### config.mk
export PLATFORM = sky130hd
export DESIGN_NAME = irig_pulse_classifier
export DESIGN_NICKNAME = d
export VERILOG_FILES = /design/src/rtl/irig_pulse_classifier.sv
export SDC_FILE = /design/constraint.sdc
export NUM_CORES = 1
export LEC_CHECK = 0
export CAP_MARGIN = 20
export CORE_MARGIN = 4
export CORE_UTILIZATION = 30
export CTS_BUF_LIST = sky130_fd_sc_hd__clkbuf_4 sky130_fd_sc_hd__clkbuf_8
export CTS_CLUSTER_SIZE = 28
export DETAILED_ROUTE_END_ITERATION = 8
export SLEW_MARGIN = 20
export SYNTH_ARGS = -nofsm -noshare
export SYNTH_HDL_FRONTEND = slang
export SYNTH_SLANG_ARGS = --single-unit
### constraint.sdc
create_clock -name clk -period 2.6 [get_ports clk]
set_input_delay 0.52 -clock clk [delete_from_list [all_inputs] [get_ports clk]]
set_output_delay 0.52 -clock clk [all_outputs]
set_load 0.01 [all_outputs]
### src/rtl/irig_pulse_classifier.sv
// IRIG-B receive front end: synchronise, deglitch and classify each high pulse
// as ZERO / ONE / MARK / ERROR, with loss-of-signal detection.
module irig_pulse_classifier #(
  parameter int unsigned CNT_W       = 17,
  parameter int unsigned SYNC_STAGES = 2,
  parameter int unsigned FILT_LEN    = 4,
  parameter int unsigned INVERT      = 0,
  parameter int unsigned ZERO_MIN    = 19000,
  parameter int unsigned ONE_MIN     = 49000,
  parameter int unsigned MARK_MIN    = 79000,
  parameter int unsigned MARK_MAX    = 89000,
  parameter int unsigned LOS_CYCLES  = 120000
) (
  input  logic             clk,
  input  logic             rst_n,
  input  logic             irigb,
  output logic             sym_valid,
  output logic [1:0]       sym_code,
  output logic [CNT_W-1:0] sym_width,
  output logic             los,
  output logic [7:0]       err_cnt
);

  localparam logic             INV_B  = (INVERT != 0);
  localparam logic [3:0]       FL_M1  = 4'(FILT_LEN - 1);
  localparam logic [CNT_W-1:0] ZERO_V = CNT_W'(ZERO_MIN);
  localparam logic [CNT_W-1:0] ONE_V  = CNT_W'(ONE_MIN);
  localparam logic [CNT_W-1:0] MARK_V = CNT_W'(MARK_MIN);
  localparam logic [CNT_W-1:0] MMAX_V = CNT_W'(MARK_MAX);
  localparam logic [CNT_W-1:0] LOS_V  = CNT_W'(LOS_CYCLES);

  localparam logic [1:0] CODE_ZERO = 2'b00;
  localparam logic [1:0] CODE_ONE  = 2'b01;
  localparam logic [1:0] CODE_MARK = 2'b10;
  localparam logic [1:0] CODE_ERR  = 2'b11;

  typedef enum logic [1:0] {IDLE, HIGH, LOW} state_t;

  state_t state, state_n;

  logic [SYNC_STAGES-1:0] sync_q;
  logic [SYNC_STAGES-1:0] vld_q;
  logic                   s;
  logic                   vld;
  logic                   f, f_d;
  logic [3:0]             fcnt;
  logic                   armed;
  logic                   rise, rise_ok, fall;
  logic [CNT_W-1:0]       w;
  logic [CNT_W-1:0]       p;
  logic                   los_q, los_n;
  logic                   emit;
  logic [1:0]             code_c;

  // vld_q marks when the sync chain holds real samples rather than reset zeros
  always_ff @(posedge clk or negedge rst_n) begin
    if (!rst_n) begin
      sync_q <= '0;
      vld_q  <= '0;
    end else begin
      sync_q <= {sync_q[SYNC_STAGES-2:0], irigb};
      vld_q  <= {vld_q[SYNC_STAGES-2:0], 1'b1};
    end
  end

  assign s   = sync_q[SYNC_STAGES-1] ^ INV_B;
  assign vld = vld_q[SYNC_STAGES-1];

  // Rises are honoured only once the line has been seen low after reset,
  // so a pulse already in progress at reset release is never measured.
  always_ff @(posedge clk or negedge rst_n) begin
    if (!rst_n) begin
      f     <= 1'b0;
      f_d   <= 1'b0;
      fcnt  <= '0;
      armed <= 1'b0;
    end else begin
      f_d   <= f;
      armed <= armed | (vld & ~s);
      if (s != f) begin
        if (fcnt == FL_M1) begin
          f    <= s;
          fcnt <= '0;
        end else begin
          fcnt <= fcnt + 4'd1;
        end
      end else begin
        fcnt <= '0;
      end
    end
  end

  assign rise    = f & ~f_d;
  assign fall    = ~f & f_d;
  assign rise_ok = rise & armed;

  always_ff @(posedge clk or negedge rst_n) begin
    if (!rst_n) begin
      w <= '0;
      p <= '0;
    end else begin
      if (rise)
        w <= CNT_W'(1);
      else if (f && (w != '1))
        w <= w + CNT_W'(1);

      if (rise)
        p <= '0;
      else if (p != LOS_V)
        p <= p + CNT_W'(1);
    end
  end

  always_comb begin
    if (w < ZERO_V)       code_c = CODE_ERR;
    else if (w < ONE_V)   code_c = CODE_ZERO;
    else if (w < MARK_V)  code_c = CODE_ONE;
    else if (w <= MMAX_V) code_c = CODE_MARK;
    else                  code_c = CODE_ERR;
  end

  always_comb begin
    state_n = state;
    los_n   = los_q;
    emit    = 1'b0;
    if (rise_ok) begin
      state_n = HIGH;
      los_n   = 1'b0;
    end else if (p == LOS_V) begin
      state_n = IDLE;
      los_n   = 1'b1;
    end else begin
      case (state)
        HIGH: if (fall) begin
          state_n = LOW;
          emit    = 1'b1;
        end
        default: ;
      endcase
    end
  end

  always_ff @(posedge clk or negedge rst_n) begin
    if (!rst_n) begin
      state     <= IDLE;
      los_q     <= 1'b0;
      sym_valid <= 1'b0;
      sym_code  <= '0;
      sym_width <= '0;
      err_cnt   <= '0;
    end else begin
      state     <= state_n;
      los_q     <= los_n;
      sym_valid <= emit;
      if (emit) begin
        sym_code  <= code_c;
        sym_width <= w;
        if ((code_c == CODE_ERR) && (err_cnt != 8'hFF))
          err_cnt <= err_cnt + 8'd1;
      end
    end
  end

  // los drops in the same cycle the returning signal's rise is accepted
  assign los = los_q & ~rise_ok;

endmodule

======== Word-level counts from Yosys, hierarchy flattened ========
Cells that the tools add are included.
word-level totals
  register bits after elaboration ......... 76
  input port bits ......................... 3
  output and inout port bits .............. 29
operators by class
  $add $sub $neg .......................... 4
  magnitude comparators ................... 4
  eq/ne operators ......................... 8
  muxes and demuxes ....................... 20
  bitwise gates (word level) .............. 10
  reduce and logical (&&, ||, !) cells .... 10
operator list
  kind                                                     number
  two-way mux 17 bit                                       4
  adder 17 x 1 -> 17 bit (second input constant)           2
  != test 17 bit (second input constant)                   2
  == test 17 bit (second input constant)                   1
  less-or-equal comparator 17 bit (second input constant)  1
  < comparator 17 x 15 -> 1 bit (second input constant)    1
  < comparator 17 x 16 -> 1 bit (second input constant)    1
  < comparator 17 bit (second input constant)              1
  two-way mux 2 bit                                        7
  adder 8 x 1 -> 8 bit (second input constant)             1
  two-way mux 4 bit                                        2
  != test 8 bit (second input constant)                    1
  two-way mux 1 bit                                        7
  AND reduction 2 bit                                      3
  nonzero test 2 bit                                       3
  nonzero test 3 bit                                       2
  bitwise AND 1 bit                                        5
  adder 4 x 1 -> 4 bit (second input constant)             1
  == test 4 x 2 -> 1 bit (second input constant)           1
  inverter 1 bit                                           4
  == test 2 x 1 -> 1 bit (second input constant)           1
  == test 2 bit (second input constant)                    1
  logical AND 1 bit                                        2
  != test 1 bit                                            1
  OR 1 bit                                                 1

======== Depth between registers and ports, before layout ========
Gate-level depths: netlist of run 1.
  depth after elaboration ................. 8
  depth in mapped cells ................... 11

======== Least setup slack after synthesis of run 1 ========
Ideal clock, no wire load.
  path type ............................... register to register
  start ................................... reg w[3]
  end ..................................... reg w[15]
  setup time .............................. 0.132 ns
  arrival time ............................ 2.161 ns
  required time ........................... 2.468 ns
  path slack .............................. 0.307 ns
  cell stages (with the launch flop) ...... 12
  period minus slack after synthesis ...... 2.293 ns
  cells stage by stage .................... dfrtp_1 buf_6 and3_4 nand3_1 nor4_1 ha_1 nor2b_1 and4_1 nor3b_1 nand3_1 xor2_1 nor2_1
between the ends
  cells in the longest elaborated chain, start to end .. 3
  elaborated cells between the ends (all ways) .. 6
  those cells by class .................... add/sub (1); eq/ne (1); mux (2); reduce/logical (2)
ends and longest elaborated chain
  what                                                      line      source
  start: declaration                                        49        logic [CNT_W-1:0] w;
  start signal: assignment                                  105       w <= w + CNT_W'(1);
  adder 17 x 1 -> 17 bit or != test 17 bit (tied branches)  105, 104
  two-way mux 17 bit or logical AND 1 bit (tied branches)   104       else if (f && (w != '1))
  two-way mux 17 bit or nonzero test 2 bit (tied branches)  n/a
Parallel ways exist; a longest one is shown, timed or not. The select of a mux whose other input is x is not followed.
A chain may end at the register's enable or synchronous reset.

======== Worst setup path in the final report of run 1 ========
  start ................................... reg w[0]
  end ..................................... reg w[15]
Same word-level chain as after synthesis.

==> impl_metrics.json, run 1 <==
{
  "status": "completed",
  "synth-compound-area-share_pct": 9.770,
  "p_seq_share_pct": 48.1,
  "drt-initial-drc-count": 76,
  "vias_per_cell": 4.947,
  "syn_area_per_cell_um2": 10.86,
  "p_comb_share_pct": 26.4,
  "final-hold-violation-count": 0,
  "swShare_pct": 32.36,
  "cp_max_fo": 5,
  "slowest_stage": "dfrtp_1",
  "synth-simple-area-share_pct": 18.30,
  "synth_edf_count": 0,
  "m1WireLength_mm": 3.703,
  "synth_top_area_share_pct": 52.29,
  "synthXorXnorAreaFrac_pct": 8.428,
  "synthAdderAreaFrac_pct": 2.408,
  "multi_input_area_um2": 1605,
  "peakVddDrop_mv": 0.3343,
  "power_density_nw_per_um2": 728.6,
  "synth_area_um2": 3637,
  "grt_pass1_vias": 2701,
  "synth_nets": 345,
  "finalCritPeriodShare_pct": 91.56,
  "async_flop_share_pct": 100.0,
  "cts_tree": "built",
  "fin_nets": 387,
  "h-tree-depth": 3,
  "maxCapViolCount": 0,
  "critPathLaunchType": "flip-flop",
  "cp.required_ns": 2.83,
  "die_x_um": 118.1,
  "fin_area_um2": 4359,
  "dr.max_layer_used": "met4",
  "clk_latency_ns": 0.35,
  "setup_viol": 0,
  "rows": 39,
  "maxSlewViolCount": 0,
  "synth_top_cell_by_area": "dfrtp_1",
  "numCtsBuffers": 9,
  "drc": 0,
  "dieArea_um2": 13950,
  "rsz0062_at_grt": "false",
  "port_buffers": 31,
  "core_area_um2": 11660,
  "max_freq_mhz": 420.1,
  "start_util_pct": 31.19,
  "tightestPinTransition_ns": 0.6013,
  "cts_setup_buffers": 0,
  "fin_skew_ns": 0.01404,
  "cp_cell_sequence": "ha_1, nand3_1, nor4_1, ha_1, nor2b_1, and4_1, nor3b_1, nand3_1, xor2_1, nor2_1",
  "track_usage_pct": 11.44,
  "post_cts_resized": 0,
  "num_vias": 2592,
  "wirelength_mm": 7.462,
  "die_h_um": 118.1,
  "critPathArrivalTime_ns": 2.61,
  "drive_gt1_share_pct": 15.49,
  "ys_warn_count": 0,
  "placed_area_um2": 4183,
  "pwr-share-clk_pct": 25.5,
  "clk_pin_slew_worst_paths_ns": 0.08,
  "p_sw_w": 0.001028,
  "cts_root_buffer": "clkbuf_8",
  "muxShareOfSynthArea_pct": 5.057,
  "synth-seq-cells": 76,
  "numClockSinks": 76,
  "grt-ovfl-total": 0,
  "grt_pass1_wl_mm": 13.22,
  "boundaryPins": 32,
  "synth.area.top_cells": "dfrtp_1 52%, xor2_1 5.1%, mux2_2 4.6%",
  "yosysUniqueCellTypes": 54,
  "fillers": 1115,
  "grt_max_degree": 40,
  "critical-path-max-stage-delay_ns": 0.41,
  "yosysSeqAreaShare_pct": 52.29,
  "antenna_cells": 0,
  "final_antenna_net_count": 0,
  "routabilityCongestion": 0.7778,
  "synth_top_family_by_area": "simple AND/OR/NAND/NOR gates",
  "wl_per_cell_um": 14.24,
  "cts_hold_buf": 0,
  "maxSlewHeadroom_pct": 59.91,
  "synthFlopType": "dfrtp_1",
  "crit_path_end_kind": "flip-flop",
  "leakagePower_nw": 1.984,
  "dp_hpwl_mm": 5.300,
  "setup-tns-final_ns": 0,
  "dr.pass1.iters": 4,
  "layout_min_cycle_time_ns": 2.381,
  "area_growth_pct": 19.85,
  "seq_area_um2": 1902,
  "netlist_instances": 335,
  "antenna_found_initial": 0,
  "dr_wl_met3_um": 220,
  "hold_class": "in2async",
  "intPower_w": 0.002148,
  "crit_type": "reg2reg",
  "wl_met2_mm": 3.406,
  "cts.path.max_buffers": 2
}
==> state kept, by name (all words and copies together) (netlist names), 2 cells and up <==
| signal | flops |
|---|---|
| vld_q | 2 |
| p | 17 |
| fcnt | 4 |
| sym_code | 2 |
| sync_q | 2 |
| err_cnt | 8 |
| sym_width | 17 |
| state | 2 |
| w | 17 |
==> critical path, delay by kind of cell, from the launching register on <==
family	cells	cell delay, ns
flip-flops	1	0.41
adder cells (fa/ha/maj)	2	0.48
XOR/XNOR	1	0.15
AND/OR/NAND/NOR	7	1.23
==> synthesized netlist by cell type (all sizes together), types with 9 or more instances <==
cell type   n
dfrtp      76
inv        11
clkbuf      9
mux2       16
nand2      23
a21oi       9
and3        9
o21ai      15
xnor2      14
nand3      19
xor2       21
nor2       35
buf         9
==> power groups by stage <==
| stage | combinational [W] | clock, W | sequential, W |
|---|---|---|---|
| 2_1_floorplan | 0.000526 | 0 | 0.00152 |
| 3_3_place_gp | 0.000821 | 0 | 0.00154 |
| 3_5_place_dp | 0.000854 | 0 | 0.00155 |
| 4_1_cts | 0.000858 | 0.000837 | 0.00153 |
| 5_1_grt | 0.000944 | 0.000912 | 0.00155 |
| 6_report | 0.000839 | 0.000810 | 0.00153 |
==> layout by cell type (no fill, tap or decap), drive strengths merged, types with 3 or more instances in the layout <==
cell and instances:
buf 19, nor2 35, xor2 21, nor4 4
nor3 3, clkbuf 11, and3 9, xnor2 14
clkdlybuf4s50 30, nand2 23, nor2b 3, or3 3
o21ai 15, o21a 4, nand3 19, dfrtp 76
mux2 16, inv 11, o211ai 5, a21oi 9
and4 3, nand4 3, ha 7, nand4b 3
==> through the flow <==
stage	setup slack, ns	std cells	hold WS, ns	power, W	util [%]
final	0.2194	524	0.1340	0.003176	37.38
after detailed placement	0.2552	509	0.3373	0.002399	35.87
after CTS	0.2405	524	0.1393	0.003222	37.38
after global placement	0.3466	509	0.3346	0.002360	35.87
after global routing	0.04870	524	0.1567	0.003409	37.38
after floorplan	0.3068	335	0.2244	0.002045	-
==> logic make-up after synthesis <==
logic type      count (synthesis)
fa+ha+maj                       7
mux                            16
simple gates                  122
other cells                     1
xor+xnor                       35
buf+inv                        29
flops                          76
compound gates                 49
==> final timing paths <==
kind                                from  slack (ns)       end  depth (start not counted)
worst max-delay path                w[0]        0.22     w[15]                         10
worst min register to register  vld_q[0]        0.35  vld_q[1]                          0
max in group asynchronous          rst_n        1.88     p[12]                          2
min in group clk                vld_q[0]        0.35  vld_q[1]                          0
worst min-delay path               rst_n        0.13  vld_q[0]                          1
worst max register to register      w[0]        0.22     w[15]                         10
==> layer usage <==
layer,GRT usage [%],up-vias
met2,17.51,43
met3,2.595,11
met5,0,-
li1,-,1237
met4,4.982,0
met1,15.54,1301
==> layout make-up <==
cell class,instances,share of cell area (%)
clock buffer,11,3.473
tap,143,4.104
multi-input combinational,230,36.83
inverter,11,0.9472
sequential,76,43.63
clock inverter,4,0.5741
timing repair buffer,49,10.45
Note: power is estimated with default switching activity, not from simulation.
==> inputs of run 2 (changes only) <==
--- a/config.mk
+++ b/config.mk
@@ -6,11 +6,14 @@
 export NUM_CORES = 1
 export LEC_CHECK = 0
 export CAP_MARGIN = 20
+export CELL_PAD_IN_SITES_DETAIL_PLACEMENT = 0
+export CELL_PAD_IN_SITES_GLOBAL_PLACEMENT = 1
 export CORE_MARGIN = 4
 export CORE_UTILIZATION = 30
 export CTS_BUF_LIST = sky130_fd_sc_hd__clkbuf_4 sky130_fd_sc_hd__clkbuf_8
 export CTS_CLUSTER_SIZE = 28
 export DETAILED_ROUTE_END_ITERATION = 8
+export PLACE_DENSITY_LB_ADDON = 0.1
 export SLEW_MARGIN = 20
 export SYNTH_ARGS = -nofsm -noshare
 export SYNTH_HDL_FRONTEND = slang
==> run 2 against run 1 <==
Against the previous run: clock skew shrank 0.0033 ns; highest routed layer unchanged; sequential power about the same; core utilization up 0.075 points; largest cell class unchanged; largest power group unchanged; via count decreased by 2.1%.
==> impl_metrics.json, run 2 (synthesis results as in run 1) <==
{
  "status": "completed",
  "area_growth_pct": 20.09,
  "maxSlewViolCount": 0,
  "reg2reg_depth": 9,
  "setup_viol": 0,
  "grt_pass1_wl_mm": 13.74,
  "drive_gt1_share_pct": 16.19,
  "hold_class": "in2async",
  "port_buffers": 31,
  "clk_latency_ns": 0.37,
  "vias_per_cell": 4.825,
  "routabilityCongestion": 0.7474,
  "final-hold-violation-count": 0,
  "grt_pass1_vias": 2557,
  "cp.required_ns": 2.08,
  "dieArea_um2": 13950,
  "fin_nets": 388,
  "antenna_found_initial": 0,
  "wirelength_mm": 8.086,
  "peakVddDrop_mv": 0.5075,
  "h-tree-depth": 3,
  "leakagePower_nw": 1.983,
  "reg2reg_slack_ns": 0.30,
  "drt-initial-drc-count": 104,
  "mostFrequentLayoutCells": "76 x dfrtp_1, 35 x nor2_1, 30 x clkdlybuf4s50_1",
  "layout_commonest_cell": "dfrtp_1",
  "cts_tree": "built",
  "drc": 0,
  "die_x_um": 118.1,
  "rr_endpoint": "w[7]",
  "holdWs_ns": 0.08803,
  "wl_per_cell_um": 15.37,
  "max_freq_mhz": 432.1,
  "numCtsBuffers": 9,
  "power_density_nw_per_um2": 733.0,
  "finalCritPeriodShare_pct": 89.01,
  "antenna_cells": 0,
  "die_h_um": 118.1,
  "dp_slack_ns": 0.2189,
  "setup_ws_ns": 0.2858,
  "rsz0062_at_grt": "false",
  "maxSlewHeadroom_pct": 58.50,
  "track_usage_pct": 12.38,
  "setup-tns-final_ns": 0,
  "cts_hold_buf": 0,
  "rows": 39,
  "cts.path.max_buffers": 2,
  "start_util_pct": 31.19,
  "dp_hpwl_mm": 5.447,
  "layout_min_cycle_time_ns": 2.314,
  "critPathArrivalTime_ns": 1.79,
  "numClockSinks": 76,
  "boundaryPins": 32,
  "top_regs": "p: 17 flops, sym_width: 17 flops, w: 17 flops",
  "num_vias": 2538,
  "crit_type": "reg2out",
  "cp_max_fo": 10,
  "dr.pass1.iters": 5,
  "tightestPinTransition_ns": 0.6168,
  "cts_setup_buffers": 0,
  "final_antenna_net_count": 0,
  "cts_root_buffer": "clkbuf_8",
  "post_cts_resized": 0,
  "grt-ovfl-total": 0,
  "fin_skew_ns": 0.01071,
  "maxCapViolCount": 0,
  "critPathLaunchType": "flip-flop",
  "crit_path_end_kind": "primary output",
  "worstReg2RegStart": "w[7]",
  "core_area_um2": 11660,
  "grt_max_degree": 45,
  "clk_pin_slew_worst_paths_ns": 0.09
}
==> run 2: final cells by class <==
cell class | instances | area, um^2
Fill cell | 1159 | 7295
Sequential cell | 76 | 1902
Multi-Input combinational cell | 230 | 1610
Timing Repair Buffer | 50 | 462.9
Tap cell | 143 | 178.9
Clock buffer | 10 | 131.4
Clock inverter | 6 | 41.29
Inverter | 11 | 41.29
==> run 2: where the power goes <==
group	total [W]	internal [W]	switching (W)
combinational	0.000863	0.000414	0.000449
sequential	0.00151	0.00135	0.000159
clock	0.000827	0.000355	0.000472
total	0.00320	0.00212	0.00108
==> run 2: critical path, stage by stage (launching register included) <==
cell and delay [ns]:
dfrtp_1 0.50, nor2b_2 0.24, a21oi_1 0.15, clkdlybuf4s50_1 0.55
==> run 2: through the flow <==
| stage | cell area, um^2 | total power [W] | instances | utilization (%) |
|---|---|---|---|---|
| 5_1_grt | 4368 | 0.003443 | 526 | 37.45 |
| 4_1_cts | 4363 | 0.003276 | 526 | 37.41 |
| 3_3_place_gp | 4190 | 0.002414 | 510 | 35.93 |
| 6_report | 4368 | 0.003202 | 526 | 37.45 |
| 2_1_floorplan | 3637 | 0.002045 | 335 | - |
| 3_5_place_dp | 4190 | 0.002410 | 510 | 35.93 |
==> run 2: how the worst max path moves through the flow <==
stage / slack [ns] / startpoint / cells after the start / end
6_report: 0.29 / f / 3 / los
5_1_grt: 0.08 / w[7] / 9 / w[7]
4_1_cts: 0.19 / w[0] / 10 / w[15]
3_5_place_dp: 0.22 / w[0] / 10 / w[15]
3_3_place_gp: 0.29 / w[0] / 10 / w[15]
2_1_floorplan: 0.31 / w[3] / 11 / w[15]
==> run 2: per-layer routing <==
metal  part of all wire [%]  GRT usage (%)  vias up
li1                       -              -     1246
met1                     51          17.39     1239
met2                     43          17.18       41
met3                    3.8          4.469       12
met4                    1.8          5.055        0
met5                      0              0        -
